<file path="src/rtl/uart_rx_fifo_if.sv">
// Drain port of the UART RX FIFO: first-word fall-through head plus valid/ready pop.
interface uart_rx_fifo_if #(parameter int DATA_BITS = 8);
  logic [DATA_BITS-1:0] rx_data;
  logic                 rx_perr;
  logic                 rx_ferr;
  logic                 rx_valid;
  logic                 rx_ready;

  modport master (output rx_data, rx_perr, rx_ferr, rx_valid, input rx_ready);
  modport slave  (input rx_data, rx_perr, rx_ferr, rx_valid, output rx_ready);
endinterface

</file>
<file path="src/rtl/uart_rx_fifo.sv">
// 16x oversampled UART receiver with runtime baud/parity/stop select, per-frame
// error tags and a registered first-word fall-through RX FIFO.
module uart_rx_fifo #(
  parameter int CLK_FREQ   = 50_000_000,
  parameter int BAUD0      = 9600,
  parameter int BAUD1      = 19200,
  parameter int BAUD2      = 57600,
  parameter int BAUD3      = 115200,
  parameter int DATA_BITS  = 8,
  parameter int FIFO_DEPTH = 16
) (
  input  logic                          clk,
  input  logic                          reset_n,
  input  logic                          data_rx,
  input  logic [1:0]                    baud_rate,
  input  logic [1:0]                    parity_type,
  input  logic                          stop_two,
  uart_rx_fifo_if.master                rx,
  output logic                          overrun,
  output logic                          brk,
  input  logic                          err_clr,
  output logic [$clog2(FIFO_DEPTH):0]   fifo_level
);
  localparam int AW = $clog2(FIFO_DEPTH);
  localparam int LW = AW + 1;
  localparam int TW = 16;
  localparam int DIV0 = CLK_FREQ / (16 * BAUD0);
  localparam int DIV1 = CLK_FREQ / (16 * BAUD1);
  localparam int DIV2 = CLK_FREQ / (16 * BAUD2);
  localparam int DIV3 = CLK_FREQ / (16 * BAUD3);

  typedef struct packed {
    logic                 ferr;
    logic                 perr;
    logic [DATA_BITS-1:0] data;
  } word_t;

  typedef enum logic [2:0] {IDLE, START, DATA, PARITY, STOP} state_t;

  logic [1:0] sync;
  logic       rxs;
  assign rxs = sync[1];

  always_ff @(posedge clk or negedge reset_n)
    if (!reset_n) sync <= 2'b11;
    else          sync <= {sync[0], data_rx};

  state_t               state;
  logic [TW-1:0]        tcnt, div_m1;
  logic [3:0]           scnt, bit_cnt;
  logic [1:0]           smp;
  logic [DATA_BITS-1:0] shreg;
  logic [1:0]           baud_q, par_q;
  logic                 two_q, second, zeros, ferr_q, perr_q, wait_high;
  logic                 push, brk_evt;
  word_t                push_word;
  logic                 tick, mid, maj, par_en, odd_sel, stop_ferr;

  always_comb begin
    unique case (baud_q)
      2'b00:   div_m1 = TW'(DIV0 - 1);
      2'b01:   div_m1 = TW'(DIV1 - 1);
      2'b10:   div_m1 = TW'(DIV2 - 1);
      default: div_m1 = TW'(DIV3 - 1);
    endcase
  end

  assign tick      = (state != IDLE) && (tcnt == div_m1);
  assign mid       = tick && (scnt == 4'd9);
  // third vote is the live sample taken at tick 9
  assign maj       = (smp[0] & smp[1]) | (smp[0] & rxs) | (smp[1] & rxs);
  assign par_en    = (par_q == 2'b01) || (par_q == 2'b10);
  assign odd_sel   = (par_q == 2'b01);
  assign stop_ferr = ferr_q | ~maj;

  always_ff @(posedge clk or negedge reset_n) begin
    if (!reset_n) begin
      state <= IDLE; tcnt <= '0; scnt <= '0; bit_cnt <= '0; smp <= '0;
      shreg <= '0; baud_q <= '0; par_q <= '0; two_q <= 1'b0; second <= 1'b0;
      zeros <= 1'b0; ferr_q <= 1'b0; perr_q <= 1'b0; wait_high <= 1'b0;
      push <= 1'b0; brk_evt <= 1'b0; push_word <= '0;
    end else begin
      push    <= 1'b0;
      brk_evt <= 1'b0;
      if (state != IDLE) begin
        tcnt <= tick ? '0 : tcnt + TW'(1);
        if (tick)                 scnt   <= scnt + 4'd1;
        if (tick && scnt == 4'd7) smp[0] <= rxs;
        if (tick && scnt == 4'd8) smp[1] <= rxs;
      end
      unique case (state)
        IDLE: begin
          if (rxs) wait_high <= 1'b0;
          else if (!wait_high) begin
            state  <= START;
            tcnt   <= '0;       scnt    <= '0;      bit_cnt <= '0;
            baud_q <= baud_rate; par_q  <= parity_type; two_q <= stop_two;
            second <= 1'b0;     zeros   <= 1'b1;
            ferr_q <= 1'b0;     perr_q  <= 1'b0;
          end
        end
        START: if (mid) state <= maj ? IDLE : DATA;
        DATA: if (mid) begin
          shreg   <= {maj, shreg[DATA_BITS-1:1]};
          bit_cnt <= bit_cnt + 4'd1;
          if (maj) zeros <= 1'b0;
          if (bit_cnt == 4'(DATA_BITS - 1)) state <= par_en ? PARITY : STOP;
        end
        PARITY: if (mid) begin
          perr_q <= ((^shreg) ^ maj) != odd_sel;
          if (maj) zeros <= 1'b0;
          state <= STOP;
        end
        STOP: if (mid) begin
          if (!second && !maj && zeros) brk_evt <= 1'b1;
          if (two_q && !second) begin
            second <= 1'b1;
            ferr_q <= stop_ferr;
          end else begin
            push      <= 1'b1;
            push_word <= '{ferr: stop_ferr, perr: perr_q, data: shreg};
            wait_high <= stop_ferr;
            state     <= IDLE;
          end
        end
        default: state <= IDLE;
      endcase
    end
  end

  word_t         mem [FIFO_DEPTH];
  word_t         head, head_n;
  logic [AW-1:0] wr_ptr, rd_ptr, rd_n;
  logic [LW-1:0] lvl_n;
  logic          do_rd, do_wr, full, ovf;

  assign do_rd  = rx.rx_valid & rx.rx_ready;
  assign full   = (fifo_level == LW'(FIFO_DEPTH));
  assign do_wr  = push & (~full | do_rd);
  assign ovf    = push & full & ~do_rd;
  assign rd_n   = rd_ptr + AW'(do_rd);
  assign lvl_n  = fifo_level + LW'(do_wr) - LW'(do_rd);
  // a word written into an empty (or just-emptied) FIFO bypasses the array
  assign head_n = (do_wr && wr_ptr == rd_n) ? push_word : mem[rd_n];

  always_ff @(posedge clk)
    if (do_wr) mem[wr_ptr] <= push_word;

  always_ff @(posedge clk or negedge reset_n) begin
    if (!reset_n) begin
      wr_ptr <= '0; rd_ptr <= '0; fifo_level <= '0;
      head <= '0; rx.rx_valid <= 1'b0; overrun <= 1'b0; brk <= 1'b0;
    end else begin
      if (do_wr) wr_ptr <= wr_ptr + AW'(1);
      rd_ptr      <= rd_n;
      fifo_level  <= lvl_n;
      rx.rx_valid <= (lvl_n != '0);
      if (lvl_n != '0) head <= head_n;
      if (ovf)          overrun <= 1'b1;
      else if (err_clr) overrun <= 1'b0;
      if (brk_evt)      brk <= 1'b1;
      else if (err_clr) brk <= 1'b0;
    end
  end

  assign rx.rx_data = head.data;
  assign rx.rx_perr = head.perr;
  assign rx.rx_ferr = head.ferr;
endmodule

</file>
<file path="src/flat_wrapper.sv">
// flat-port wrapper written by rule: the top's interface ports become plain ports
module uart_rx_fifo_flat 
#(
  parameter int CLK_FREQ   = 50_000_000,
  parameter int BAUD0      = 9600,
  parameter int BAUD1      = 19200,
  parameter int BAUD2      = 57600,
  parameter int BAUD3      = 115200,
  parameter int DATA_BITS  = 8,
  parameter int FIFO_DEPTH = 16
)
  (clk, reset_n, data_rx, baud_rate, parity_type, stop_two, overrun, brk, err_clr, fifo_level, rx_rx_data, rx_rx_perr, rx_rx_ferr, rx_rx_valid, rx_rx_ready);
  uart_rx_fifo_if #(.DATA_BITS(DATA_BITS)) rx_i ();
  input  logic clk;
  input  logic reset_n;
  input  logic data_rx;
  input  logic [1:0] baud_rate;
  input  logic [1:0] parity_type;
  input  logic stop_two;
  output logic overrun;
  output logic brk;
  input  logic err_clr;
  output logic [$clog2(FIFO_DEPTH):0] fifo_level;
  output wire logic [$bits(rx_i.rx_data)-1:0] rx_rx_data;
  output wire logic [$bits(rx_i.rx_perr)-1:0] rx_rx_perr;
  output wire logic [$bits(rx_i.rx_ferr)-1:0] rx_rx_ferr;
  output wire logic [$bits(rx_i.rx_valid)-1:0] rx_rx_valid;
  input wire logic [$bits(rx_i.rx_ready)-1:0] rx_rx_ready;
  assign rx_rx_data = rx_i.rx_data;
  assign rx_rx_perr = rx_i.rx_perr;
  assign rx_rx_ferr = rx_i.rx_ferr;
  assign rx_rx_valid = rx_i.rx_valid;
  assign rx_i.rx_ready = rx_rx_ready;
  uart_rx_fifo #(.CLK_FREQ(CLK_FREQ), .BAUD0(BAUD0), .BAUD1(BAUD1), .BAUD2(BAUD2), .BAUD3(BAUD3), .DATA_BITS(DATA_BITS), .FIFO_DEPTH(FIFO_DEPTH)) u_core (.clk(clk), .reset_n(reset_n), .data_rx(data_rx), .baud_rate(baud_rate), .parity_type(parity_type), .stop_two(stop_two), .rx(rx_i), .overrun(overrun), .brk(brk), .err_clr(err_clr), .fifo_level(fifo_level));
endmodule
</file>
<file path="config.mk">
export PLATFORM = sky130hd
export DESIGN_NAME = uart_rx_fifo_flat
export DESIGN_NICKNAME = d
export VERILOG_FILES = /design/src/rtl/uart_rx_fifo_if.sv /design/src/rtl/uart_rx_fifo.sv /design/src/flat_wrapper.sv
export SDC_FILE = /design/constraint.sdc
export NUM_CORES = 1
export LEC_CHECK = 0
export BUFFER_PORTS_ARGS = -buffer_cell sky130_fd_sc_hd__buf_4
export CORE_UTILIZATION = 30
export CTS_CLUSTER_DIAMETER = 60
export DETAILED_ROUTE_END_ITERATION = 7
export MAX_ROUTING_LAYER = met4
export SETUP_SLACK_MARGIN = 0.4
export SLEW_MARGIN = 20
export SYNTH_ARGS = -nofsm -noshare
export SYNTH_HDL_FRONTEND = slang
export SYNTH_SLANG_ARGS = --single-unit
</file>
<file path="constraint.sdc">
create_clock -name clk -period 3.6 [get_ports clk]
set_clock_uncertainty 0.1 [all_clocks]
set_input_delay 0.18 -clock clk [delete_from_list [all_inputs] [get_ports clk]]
set_output_delay 0.18 -clock clk [all_outputs]
set_load 0.02 [all_outputs]
</file>
# Word level (Yosys, flattened, before mapping)
# Memory sizes are Yosys's and may differ from the RTL's. A register that Yosys moved wholly into a read port is not among the register bits.
# Cells that the tools add are included.
# classes
add_sub_neg,7
n_eq_ne,27
muxes,56
n_bitwise,18
reduce_logical,34
# op_table
cell,n
16-bit two-way mux,5
4-bit two-way mux,8
3-bit two-way mux,9
9-bit one-hot mux with 3 select lines,1
1-bit two-way mux,25
2-bit by 1-bit != test with 1-bit output (second input constant),9
16-bit by 1-bit adder with 16-bit output (second input constant),1
16-bit by 9-bit == test with 1-bit output,1
3-bit one-hot mux with 5 select lines,1
4-bit by 1-bit adder with 4-bit output (second input constant),3
4-bit AND reduction,3
2-bit nonzero test,6
1-bit one-hot mux with 2 select lines,5
5-bit AND reduction,2
4-bit by 3-bit == test with 1-bit output (second input constant),2
4-bit == test (second input constant),2
4-bit one-hot mux with 2 select lines,1
8-bit AND reduction,1
8-bit parity,1
1-bit AND,7
1-bit logical AND,7
3-bit by 2-bit == test with 1-bit output (second input constant),2
2-bit != test (second input constant),3
1-bit inverter,6
other kinds (21),31
# word_totals
ff_bits,77
ramBits,160
input_bits,10
output_inout_bits,18
wordCells,170
memories,1
# mem_list
memory,depth,word_bits,read_ports,rd_clocked_by_memory_dff,wr,line_no,text
u_core.mem,16,10,1,1,1,uart_rx_fifo.sv:131,word_t mem [FIFO_DEPTH];

# Logic depth before layout (Yosys ltp)
# Gate-level depths: netlist (run 1).
# logic_depth
ltp_word,9
mapped_depth,13

# Worst setup path after synthesis (run 1)
# Ideal clock, no wire load.
# synth_path
path_kind,flip-flop to flip-flop
from,register u_core.fifo_level[3]
to,register u_core.rx.rx_data[0] (netlist name)
arrival_time_ns,3.177
setup_slack_ns,0.198
stages_incl_launch_ff,13
path_buffers,2
path_cell_list,dfrtp_1 inv_1 ha_1 nand2_1 o41a_1 clkbuf_1 ha_1 fa_1 xor2_1 or3_1 or3_1 clkbuf_1 mux2_2
# synth_between
elab_chain_cells,7
# synth_lines
item,line_no,text
from (decl),uart_rx_fifo.sv:22,output logic [$clog2(FIFO_DEPTH):0] fifo_level
from (signal assigned),uart_rx_fifo.sv:156,fifo_level <= lvl_n;
5-bit == test,uart_rx_fifo.sv:138,assign full = (fifo_level == LW'(FIFO_DEPTH));
1-bit inverter,uart_rx_fifo.sv:139,assign do_wr = push & (~full | do_rd);
1-bit bitwise OR,uart_rx_fifo.sv:139,
1-bit AND,uart_rx_fifo.sv:139,
net u_core.do_wr,uart_rx_fifo.sv:135,"logic do_rd, do_wr, full, ovf;"
5-bit by 1-bit adder with 5-bit output,uart_rx_fifo.sv:142,assign lvl_n = fifo_level + LW'(do_wr) - LW'(do_rd);
5-bit by 1-bit subtractor with 5-bit output,uart_rx_fifo.sv:142,
net u_core.lvl_n[2],uart_rx_fifo.sv:134,logic [LW-1:0] lvl_n;
5-bit nonzero test,uart_rx_fifo.sv:158,if (lvl_n != '0) head <= head_n;
# The timed path passes the listed nets, and every way through them passes these cells.
# A chain may end at the register's enable or synchronous reset.

# Final worst setup path (run 1)
# layout_path
from,register u_core.fifo_level[2]
to,register u_core.rx.rx_data[2] (netlist name)
# layout_between
elab_chain_cells,7
# layout_lines
item,line_no
5-bit == test,uart_rx_fifo.sv:138
1-bit inverter,uart_rx_fifo.sv:139
1-bit bitwise OR,uart_rx_fifo.sv:139
1-bit AND,uart_rx_fifo.sv:139
5-bit by 1-bit adder with 5-bit output (*),uart_rx_fifo.sv:142
5-bit by 1-bit subtractor with 5-bit output (*),uart_rx_fifo.sv:142
net u_core.lvl_n[2],uart_rx_fifo.sv:134
5-bit nonzero test (*),uart_rx_fifo.sv:158
# The timed path passes the listed nets; every way through them passes the cells marked *.

==> results of run 1 <==
[cells by family after synthesis]
group	Yosys count	synth area share [%]
AO/OA/AOI/OAI	40	2.720
XOR/XNOR	39	3.355
adder cells (fa/ha/maj)	24	2.873
buffers and inverters	49	2.060
flip-flops	247	65.72
multiplexers	113	15.81
AND/OR/NAND/NOR	139	7.464
[per-layer routing]
layer,up-vias,track usage [%],share of wire [%],wire length (um)
met3,37,1.877,3.2,629
met4,0,2.862,2.2,433
li1,2576,-,-,-
met5,-,-,0,0
met2,77,18.44,48,9522
met1,2816,15.91,47,9243
[registers in the layout, summed over array words and instances, names as in the netlist, 2 cells and up]
register / count
u_core.state: 3
u_core.mem: 160
u_core.tcnt: 16
u_core.baud_q: 2
u_core.rd_ptr: 4
u_core.fifo_level: 5
u_core.wr_ptr: 4
u_core.scnt: 4
u_core.bit_cnt: 4
u_core.shreg: 8
u_core.smp: 2
u_core.push_word: 10
u_core.sync: 2
u_core.rx.rx_data: 8
u_core.par_q: 2
[worst max-delay path, delay by kind of cell, from the launching register on]
| kind | cells | cell delay (ns) |
|---|---|---|
| xor+xnor | 1 | 0.15 |
| mux | 1 | 0.31 |
| compound gates | 1 | 0.43 |
| simple gates | 3 | 0.82 |
| buf+inv | 1 | 0.06 |
| flops | 1 | 0.43 |
| fa+ha+maj | 3 | 0.67 |
[synth_stat cells, types with 3 or more instances]
master / number / area share [%]
mux2_2: 31 / 3.3
mux4_2: 40 / 8.5
nor3_1: 6 / 0.28
and3b_1: 5 / 0.41
nor2b_1: 3 / 0.18
ha_1: 22 / 2.6
inv_1: 18 / 0.64
a21oi_1: 8 / 0.38
o21ai_0: 11 / 0.52
buf_2: 10 / 0.47
o21bai_1: 3 / 0.21
mux2i_1: 34 / 3.2
nand2_1: 29 / 1.0
and3_1: 8 / 0.47
dfrtp_1: 85 / 20
xor2_1: 16 / 1.3
nor3b_1: 5 / 0.35
buf_4: 4 / 0.28
nand4_1: 7 / 0.41
or3_1: 9 / 0.53
nand2b_1: 3 / 0.18
and4_1: 7 / 0.58
nand3_1: 13 / 0.61
xnor2_1: 22 / 1.8
clkbuf_1: 16 / 0.57
mux2_1: 8 / 0.85
edfxtp_1: 160 / 45
nor2_1: 27 / 0.95
nor4_1: 4 / 0.24
[power breakdown]
group	internal, mW	switching [mW]	total (mW)	leakage [nW]
combinational	0.807	0.970	1.78	1.70
sequential	3.12	0.134	3.25	3.00
clock	1.72	1.11	2.83	0.461
total	5.64	2.21	7.86	5.15
[worst max path at each step]
stage | start | end | slack [ns] | cells after the start
6_report | u_core.fifo_level[2]$_DFF_PN0_ | u_core.rx.rx_data[2]$_DFFE_PN0P_ | 0.50 | 10
5_1_grt | u_core.fifo_level[2]$_DFF_PN0_ | u_core.rx.rx_data[2]$_DFFE_PN0P_ | 0.39 | 10
4_1_cts | u_core.fifo_level[2]$_DFF_PN0_ | u_core.rx.rx_data[2]$_DFFE_PN0P_ | 0.49 | 10
3_5_place_dp | u_core.fifo_level[2]$_DFF_PN0_ | u_core.rx.rx_data[2]$_DFFE_PN0P_ | 0.50 | 10
3_3_place_gp | u_core.fifo_level[2]$_DFF_PN0_ | u_core.rx.rx_data[2]$_DFFE_PN0P_ | 0.57 | 10
2_1_floorplan | u_core.fifo_level[2]$_DFF_PN0_ | u_core.rx.rx_data[0]$_DFFE_PN0P_ | 0.40 | 12
[timing repair]
action	4_1_cts	5_1_grt
resized for setup	0	1
hold buffers	8	0
hold endpoints to repair	93	0
endpoints found under the setup margin	0	8
[through the flow]
stage               total power, mW  cells  cell area [um^2]  setup slack (ns)
floorplan                     4.622    651             10670            0.4006
global placement              5.113   1117             11420            0.5703
detailed placement            5.137   1117             11420            0.5023
CTS                           7.994   1175             12420            0.4891
global route                  8.224   1175             12430            0.3936
finish                        7.858   1175             12430            0.4988
[final cells by class]
class	instances	share of cell area [%]
Sequential cell	247	56.23
Multi-Input combinational cell	355	27.83
Clock buffer	34	5.810
Tap cell	455	4.582
Timing Repair Buffer	50	3.383
Clock inverter	16	1.621
Inverter	18	0.5438
[cells in the final DEF (no fill, tap or decap), types with 19 or more instances in the layout]
cell type | netlist | routed
mux2_2 | 31 | 31
nor2_1 | 27 | 27
nand2_1 | 29 | 29
buf_4 | 4 | 40
mux4_2 | 40 | 40
dfrtp_1 | 85 | 83
clkbuf_16 | 0 | 27
mux2i_1 | 34 | 34
xnor2_1 | 22 | 22
ha_1 | 22 | 19
edfxtp_1 | 160 | 160
==> key figures, run 1 <==
Outcome
  • Status: complete, no violations

Pwr
  • P per Cell Area: between 600 and 700 nW/um^2
  • Leakage: between 5 and 6 nW
  • Worst vdd ir: 455.4 uV

CTS
  • Cell chosen for the clock root: clkbuf_16
  • Clk Latency, worst-skew pair: about 0.54 ns
  • H-tree depth: 1
  • Clock Sinks: approximately 250
  • TritonCTS buffer count: 27
  • CTS tree: yes
  • Clk pin slew, worst setup/hold paths: around 0.06 ns
  • CTS max path bufs: 3
  • Post-CTS setup buffer count: 0

Timing
  • Achievable Freq: between 300 and 400 MHz
  • Final setup TNS: 0 ns
  • Final setup viols: 0
  • Final Hold Fails: 0
  • Slew headroom: 48.75%
  • Max Slew Vio Count: 0
  • Period utilization: between 80% and 90%
  • Worst-case hold slack: between 0.1 and 0.15 ns
  • Unrepaired setup endpoints after global routing: true
  • Final Critical Period: between 3 and 4 ns
  • Slew @ Worst Pin: 0.7628 ns

Worst hold path
  • Worst Hold Depth: 4
  • Hold_sp: rx_rx_ready
  • Worst hold path class: primary input to register
  • Hold worst-path end: u_core.overrun$_DFFE_PN0P_

Logic synthesis
  • Post-synth EDFFs: between 150 and 200
  • Mapped Area: ~11,000 um^2
  • YS warnings: 0
  • Async S/R FF share, synth: a little over a third
  • Synthesized instance count: ~650
  • Post-Syn Area per Cell: roughly 16 um^2
  • Seq cells post-synth: 247
  • Synth unique cells: 58
  • Post-synth top flop: edfxtp_1
  • Syn nets: ~700
  • Post-synthesis sequential area ratio: around two thirds

Worst setup path
  • Reg2Reg Capture Point: u_core.rx.rx_data[2]$_DFFE_PN0P_
  • CP startpoint kind: register
  • Cells along the critical path: inv_2 -> ha_1 -> nand2_1 -> o41a_1 -> ha_4 -> fa_2 -> xor2_1 -> or3_1 -> or3_4 -> mux2_2
  • R2R Path Start: u_core.fifo_level[2]$_DFF_PN0_
  • Reg2Reg Setup Slack: 0.50 ns
  • Reg2Reg Depth: 10
  • Worst setup path class: register to register
  • CP max stage delay: roughly 0.44 ns
  • Critical Path Slowest Stage Cell: or3_4
  • Critical Path RT: roughly 3.9 ns
  • Crit. End Element: register
  • Critical Path Fanout Max: 11
  • Data arrival time of the critical path: about 3.4 ns

Floorplanning
  • Die area: roughly 36,000 um^2
  • Row count: 68
  • Die X: approximately 190 um
  • Die height: roughly 190 um
  • Core Region: 34,710 um^2
  • I/O pin total: 28
  • Initial Util: a little under a third

Cells and area
  • Filler instances: 3,285
  • Nets: roughly 730
  • Area of the multi-input gates: ~3500 um^2
  • Ratio of cells with drive above 1 in the final layout: between 20% and 30%
  • Post-layout utilization of the core: roughly 36%
  • Sequential Area: about 7000 um^2
  • Area grow syn2layout: 16.92%
  • # diodes: 0

Global route
  • Gr usage total: about an eighth
  • First-pass GRT wire length: about 32 mm
  • GRT overflow: 0
  • Antenna violations before repair: 0
  • Vias in the first global route: about 5,700
  • Pin count of the biggest net entering global routing: 48

Run
  • Max-cap viol count: 0

Drt
  • DRC viols: 0
  • Routed vias: 5,506
  • WL final: a little under 20 mm
  • Drt wl/cell: 16.87 um
  • Avg Vias per Cell: roughly 4.7
  • DRT Pass-1 Iters: 4
  • DRT iter0 DRCs: roughly 360
  • Final ANT Viol Nets: 0

Place
  • Detail Placement HPWL: 12.68 mm
  • Port-buffer cells: 27
  • Routability cong.: around 0.77
(Power assumes the default switching activity.)
==> run 2: changes to the inputs <==
PLACE_DENSITY = 0.44   (was unset)
==> run 2 against run 1 <==
Clock power rose by 7.4%. Setup slack worse by 0.0019 ns. Largest cell class unchanged. Routed wire length is 22% higher. Non-clock buffer count rose by 2. Critical path depth is the same. Fmax is essentially flat. Sequential share of layout area down 0.75 points. Flip-flop and latch count unchanged. Largest power group unchanged. Critical path type unchanged.
==> key figures, run 2 (synthesis results as in run 1) <==
Outcome
  • Status: complete, no violations

Worst setup path
  • Reg2Reg Depth: 10 (unchanged)
  • Crit. End Element: register
  • Data arrival time of the critical path: 3.43 ns (about the same)
  • Cells along the critical path: inv_2 -> ha_1 -> nand2_1 -> o41a_1 -> ha_4 -> fa_2 -> xor2_1 -> or3_4 -> or3_4 -> mux2_2
  • Reg2Reg Capture Point: u_core.rx.rx_perr$_DFFE_PN0P_
  • Worst Path Buf+Inv: 1 (unchanged)
  • CP max stage delay: 0.47 ns (+0.03 ns)
  • Most common cell on crit path: or3_4
  • CP top delay family: simple AND/OR/NAND/NOR gates
  • Worst setup path class: register to register
  • Reg2Reg Setup Slack: 0.50 ns (about the same)
  • Critical Path Slowest Stage Cell: or3_4
  • Critical Path RT: 3.93 ns (about the same)
  • CP startpoint kind: register
  • Critical Path Fanout Max: 6 (-5)
  • R2R Path Start: u_core.fifo_level[2]$_DFF_PN0_

Timing
  • Slew @ Worst Pin: 0.9572 ns (+0.1943 ns)
  • Max Slew Vio Count: 0 (unchanged)
  • Fin worst setup slack: 0.4969 ns (-0.001875 ns)
  • Final Critical Period: 3.103 ns (+0.001875 ns)
  • Slew headroom: 36.19% (-13 points)
  • Achievable Freq: 322.3 MHz (about the same)
  • Final setup viols: 0 (unchanged)
  • Final Hold Fails: 0 (unchanged)
  • Worst-case hold slack: 0.1240 ns (+0.007002 ns)
  • Period utilization: 86.20% (about the same)
  • Unrepaired setup endpoints after global routing: false
  • Final setup TNS: 0 ns (unchanged)

Cells and area
  • Largest Register: u_core.mem
  • Largest regs: u_core.mem: 160 flops, u_core.tcnt: 16 flops, u_core.push_word: 10 flops
  • Ratio of cells with drive above 1 in the final layout: 25.51% (+0.79 points)
  • Post-layout utilization of the core: 36.28% (+0.48 points)
  • Post-route insts no fill: 1,185 (+0.85%)
  • Largest register FFs: 160 (unchanged)
  • Most frequent cells in the layout: edfxtp_1 (160), dfrtp_1 (83), buf_4 (42)
  • Filler instances: 3,275 (-0.30%)
  • Most common cell after layout, fill and taps aside: edfxtp_1
  • Sequential Area: 6987 um^2 (unchanged)
  • Area of the multi-input gates: 3530 um^2 (+2.1%)
  • Nets: 738 (+0.82%)
  • Area grow syn2layout: 18.50%

Global route
  • Pin count of the biggest net entering global routing: 72 (+50%)
  • Gr usage total: 14.04% (+2.3 points)
  • Vias in the first global route: 6,141 (+7.2%)
  • Antenna violations before repair: 1 (+1)
  • GRT overflow: 0 (unchanged)
  • First-pass GRT wire length: 37.14 mm (+15%)

Pwr
  • Clock Power Share: 36.6% (+0.6 points)
  • Leakage: 5.216 nW (+1.2%)
  • P per Cell Area: 659.3 nW/um^2 (+4.3%)
  • Sw Pwr: 2.427 mW (+9.6%)
  • Internal power: 5.876 mW (+4.1%)
  • Flop pwr share: 39.4% (-2.0 points)
  • Gate power share: 24.0% (+1.4 points)
  • Sw Share: 29.23% (+1.1 points)
  • Worst vdd ir: 350.1 uV (-23%)

Place
  • Port-buffer cells: 27 (unchanged)
  • Detail Placement HPWL: 15.37 mm (+21%)
  • Routability cong.: 0.8278 (+6.8%)
  • Dpl cells: 1,118 (+0.090%)
  • Pre-CTS setup slack: 0.4865 ns (-0.01588 ns)

Floorplanning
  • Initial Util: 30.62% (unchanged)
  • Row count: 68 (unchanged)
  • Die area: 36,180 um^2 (unchanged)
  • Core Region: 34,710 um^2 (unchanged)
  • Die X: 190.2 um (unchanged)
  • Die height: 190.2 um (unchanged)
  • I/O pin total: 28 (unchanged)

Drt
  • DRT iter0 DRCs: 235 (-34%)
  • Routed vias: 5,726 (+4.0%)
  • WL final: 24.19 mm (+22%)
  • Drt wl/cell: 20.42 um (+21%)
  • DRT Pass-1 Iters: 4 (unchanged)
  • Avg Vias per Cell: 4.832 (+3.1%)
  • DRC viols: 0 (unchanged)
  • Final ANT Viol Nets: 0 (unchanged)

CTS
  • CTS max path bufs: 3 (unchanged)
  • Cell chosen for the clock root: clkbuf_16
  • CTS tree: yes
  • Clk pin slew, worst setup/hold paths: 0.06 ns (about the same)
  • Clock Sinks: 247 (unchanged)
  • TritonCTS buffer count: 30 (+11%)
  • Clk Latency, worst-skew pair: 0.55 ns (about the same)
  • H-tree depth: 1 (unchanged)

Worst hold path
  • Hold worst-path end: u_core.overrun$_DFFE_PN0P_
  • Worst hold path class: primary input to register
  • Worst Hold Depth: 4 (unchanged)
  • Hold_sp: rx_rx_ready

Run
  • Max-cap viol count: 0 (unchanged)
## run 2: changes by cell type in the layout (fill, tap and decap cells not counted), sizes merged
cell,previous run,this run
clkbuf,34,36
buf,42,44
or3,10,11
diode,0,1
clkinv,10,14
## run 2: worst reg2reg max path: stages, from the launching register on
cell and delay [ns]:
dfrtp_2 0.42, inv_2 0.06, ha_1 0.13, nand2_1 0.07, o41a_1 0.37, ha_4 0.18, fa_2 0.35, xor2_1 0.17
or3_4 0.37, or3_4 0.47, mux2_2 0.30
## run 2: stage by stage
step | power (mW) | cell area [um^2]
floorplan | 4.622 | 10670
global placement | 5.189 | 11470
detailed placement | 5.214 | 11470
CTS | 8.300 | 12550
global route | 8.678 | 12590
finish | 8.303 | 12590
## run 2: routing by layer
layer / up-vias / global-route usage, % / routed length [um]
met5: - / - / 0
met4: 0 / 3.785 / 482
met3: 41 / 1.969 / 738
met2: 73 / 22.01 / 11800
met1: 3006 / 19.11 / 11170
li1: 2606 / - / -
## run 2: power by group through the flow
stage	Clock (mW)	Sequential, mW	Combinational (mW)
floorplan	0	3.32	1.31
global placement	0	3.31	1.88
detailed placement	0	3.32	1.90
CTS	3.13	3.26	1.91
global route	3.23	3.28	2.16
finish	3.04	3.27	1.99
## run 2: worst max-delay path by stage
stage | from | end | slack (ns) | cells after the start
final | u_core.fifo_level[2]$_DFF_PN0_ | u_core.rx.rx_perr$_DFFE_PN0P_ | 0.50 | 10
after global routing | u_core.fifo_level[3]$_DFF_PN0_ | u_core.rx.rx_data[7]$_DFFE_PN0P_ | 0.39 | 10
after CTS | u_core.rx.rx_valid$_DFF_PN0_ | u_core.rx.rx_data[6]$_DFFE_PN0P_ | 0.46 | 9
after detailed placement | u_core.rx.rx_valid$_DFF_PN0_ | u_core.rx.rx_data[3]$_DFFE_PN0P_ | 0.49 | 9
after global placement | u_core.rx.rx_valid$_DFF_PN0_ | u_core.rx.rx_data[3]$_DFFE_PN0P_ | 0.50 | 9
after floorplan | u_core.fifo_level[2]$_DFF_PN0_ | u_core.rx.rx_data[0]$_DFFE_PN0P_ | 0.40 | 12
## run 2: area by class of cell
class | count | area share [%]
antenna | 1 | 0.01987
clock buffer | 36 | 6.309
clock inverter | 20 | 1.649
inverter | 18 | 0.5365
multi-input combinational | 356 | 28.03
sequential | 247 | 55.48
tap | 455 | 4.521
timing repair buffer | 52 | 3.458
## run 2: repair_timing
action,CTS,global route
endpoints found under the hold margin,76,0
hold buffers,8,0
endpoints found under the setup margin,0,9
resized for setup,0,4
buffers inserted,0,1
==> run 3: changes to the inputs <==
CELL_PAD_IN_SITES_DETAIL_PLACEMENT = 1   (was unset)
CELL_PAD_IN_SITES_GLOBAL_PLACEMENT = 2   (was unset)
PLACE_DENSITY = 0.55   (was 0.44)
==> run 3 against run 2 <==
Total power increased by 2.7%. Routed wire length increased by 6.6%. Utilization increased by 0.23 points. Fmax decreased by 2.3%. Register-to-register slack got worse by 0.07 ns. Setup slack got worse by 0.073 ns. Count of clock-buffer cells in the layout decreased by 2. Critical path depth unchanged. Critical endpoint unchanged. Largest power group unchanged.
==> key figures, run 3 (synthesis results as in run 1) <==
Outcome
  • Status: complete, no violations

CTS
  • Clk pin slew, worst setup/hold paths: 0.06 ns (about the same)
  • TritonCTS buffer count: 28 (-6.7%)
  • Clk Latency, worst-skew pair: 0.54 ns (about the same)
  • Cell chosen for the clock root: clkbuf_16
  • CTS tree: yes
  • H-tree depth: 1 (unchanged)
  • Clock Sinks: 247 (unchanged)
  • CTS max path bufs: 3 (unchanged)

Cells and area
  • Sequential Area: 6987 um^2 (unchanged)
  • Largest regs: u_core.mem: 160 flops, u_core.tcnt: 16 flops, u_core.push_word: 10 flops
  • # diodes: 0 (-1)
  • Ratio of cells with drive above 1 in the final layout: 26.54% (+1.0 points)
  • Most common cell after layout, fill and taps aside: edfxtp_1
  • Largest Register: u_core.mem
  • Area grow syn2layout: 19.25%
  • Nets: 742 (+0.54%)
  • Filler instances: 3,565 (+8.9%)
  • Largest register FFs: 160 (unchanged)
  • Most frequent cells in the layout: edfxtp_1 (160), dfrtp_1 (83), buf_4 (46)
  • Area of the multi-input gates: 3520 um^2 (-0.28%)

Timing
  • Period utilization: 88.22% (+2.0 points)
  • Final setup viols: 0 (unchanged)
  • Final setup TNS: 0 ns (unchanged)
  • Final Critical Period: 3.176 ns (+0.07267 ns)
  • Max Slew Vio Count: 0 (unchanged)
  • Final Hold Fails: 0 (unchanged)
  • Slew @ Worst Pin: 0.9516 ns (-0.005538 ns)
  • Achievable Freq: 314.9 MHz (-2.3%)
  • Unrepaired setup endpoints after global routing: true
  • Slew headroom: 36.56% (+0.37 points)

Place
  • Routability cong.: 0.7465 (-9.8%)
  • Port-buffer cells: 27 (unchanged)
  • Detail Placement HPWL: 16.35 mm (+6.3%)

Global route
  • First-pass GRT wire length: 39.47 mm (+6.3%)
  • Vias in the first global route: 6,350 (+3.4%)
  • Pin count of the biggest net entering global routing: 65 (-9.7%)
  • GRT overflow: 0 (unchanged)
  • Gr usage total: 15.03% (+0.99 points)
  • Antenna violations before repair: 0 (-1)

Pwr
  • Leakage: 5.259 nW (+0.82%)
  • Pwr Total: 8.530 mW (+2.7%)
  • Worst vdd ir: 305.4 uV (-13%)
  • P per Cell Area: 673.1 nW/um^2 (+2.1%)

Worst setup path
  • Data arrival time of the critical path: 3.50 ns (+0.07 ns)
  • Critical Path RT: 3.92 ns (about the same)
  • Reg2Reg Setup Slack: 0.42 ns (-0.07 ns)
  • Crit. End Element: register
  • Worst setup path class: register to register
  • Critical Path Fanout Max: 6 (unchanged)
  • CP startpoint kind: register

Drt
  • Avg Vias per Cell: 4.852 (+0.40%)
  • Final ANT Viol Nets: 0 (unchanged)
  • WL final: 25.80 mm (+6.6%)
  • DRT Pass-1 Iters: 4 (unchanged)
  • DRC viols: 0 (unchanged)
  • Routed vias: 5,754 (+0.49%)
  • DRT iter0 DRCs: 236 (+0.43%)
  • Drt wl/cell: 21.75 um (+6.5%)

Worst hold path
  • Worst hold path class: primary input to register

Floorplanning
  • Die height: 190.2 um (unchanged)
  • Core Region: 34,710 um^2 (unchanged)
  • Die X: 190.2 um (unchanged)
  • Initial Util: 30.62% (unchanged)
  • Die area: 36,180 um^2 (unchanged)
  • I/O pin total: 28 (unchanged)
  • Row count: 68 (unchanged)

Run
  • Max-cap viol count: 0 (unchanged)
## run 3: layout make-up
type                       instances  area share (%)
timing repair buffer              58           3.989
clock inverter                    18           2.132
sequential                       247           55.13
clock buffer                      34           5.953
inverter                          18          0.5331
multi-input combinational        356           27.77
tap                              455           4.492
## run 3: path summary, 6_finish.rpt
path | cells after the start | from | to
max in group asynchronous | 3 | reset_n | u_core.shreg[5]$_DFFE_PN0P_
min in group asynchronous | 2 | reset_n | u_core.fifo_level[2]$_DFF_PN0_
setup reg to reg | 10 | u_core.fifo_level[2]$_DFF_PN0_ | u_core.rx.rx_perr$_DFFE_PN0P_
hold / removal | 4 | rx_rx_ready | u_core.overrun$_DFFE_PN0P_
hold reg to reg | 0 | u_core.sync[0]$_DFF_PN1_ | u_core.sync[1]$_DFF_PN1_
setup / recovery | 10 | u_core.fifo_level[2]$_DFF_PN0_ | u_core.rx.rx_perr$_DFFE_PN0P_
## run 3: report_power, final
| part | internal [mW] | switching [mW] | total, mW |
|---|---|---|---|
| logic | 0.994 | 1.16 | 2.16 |
| registers | 3.12 | 0.144 | 3.26 |
| clock network | 1.93 | 1.18 | 3.11 |
## run 3: timing repair
item / 4_1_cts / 5_1_grt
hold endpoints to repair: 69 / 0
gates resized for setup: 4 / 6
gates cloned: 1 / 0
buffers inserted: 0 / 4
hold buffers: 8 / 0
setup endpoints to repair: 10 / 10
pin swaps: 2 / 1
## run 3: metrics by stage
stage	instance area, um^2	hold WS (ns)	worst slack (ns)	cells	util, %
after floorplan	10670	-0.2156	0.4006	651	-
after global placement	11470	0.1905	0.3526	1121	33.05
after detailed placement	11470	0.1942	0.2859	1121	33.05
after CTS	12610	0.1296	0.4002	1182	36.33
after global routing	12670	0.1527	0.3569	1186	36.51
final	12670	0.1384	0.4242	1186	36.51
## run 3: routing by layer
layer	GRT usage [%]	wire length (um)
met3	2.024	673
met5	-	0
met2	25.34	12970
met4	3.169	316
met1	19.35	11840
## run 3: critical path, stage by stage, from the launching register on
cell and delay [ns]:
dfrtp_2 0.42, inv_2 0.09, ha_4 0.14, nand2_4 0.05
o41a_1 0.36, ha_4 0.19, fa_2 0.36, xor2_2 0.17
or3_4 0.36, or3_4 0.48, mux2_4 0.33
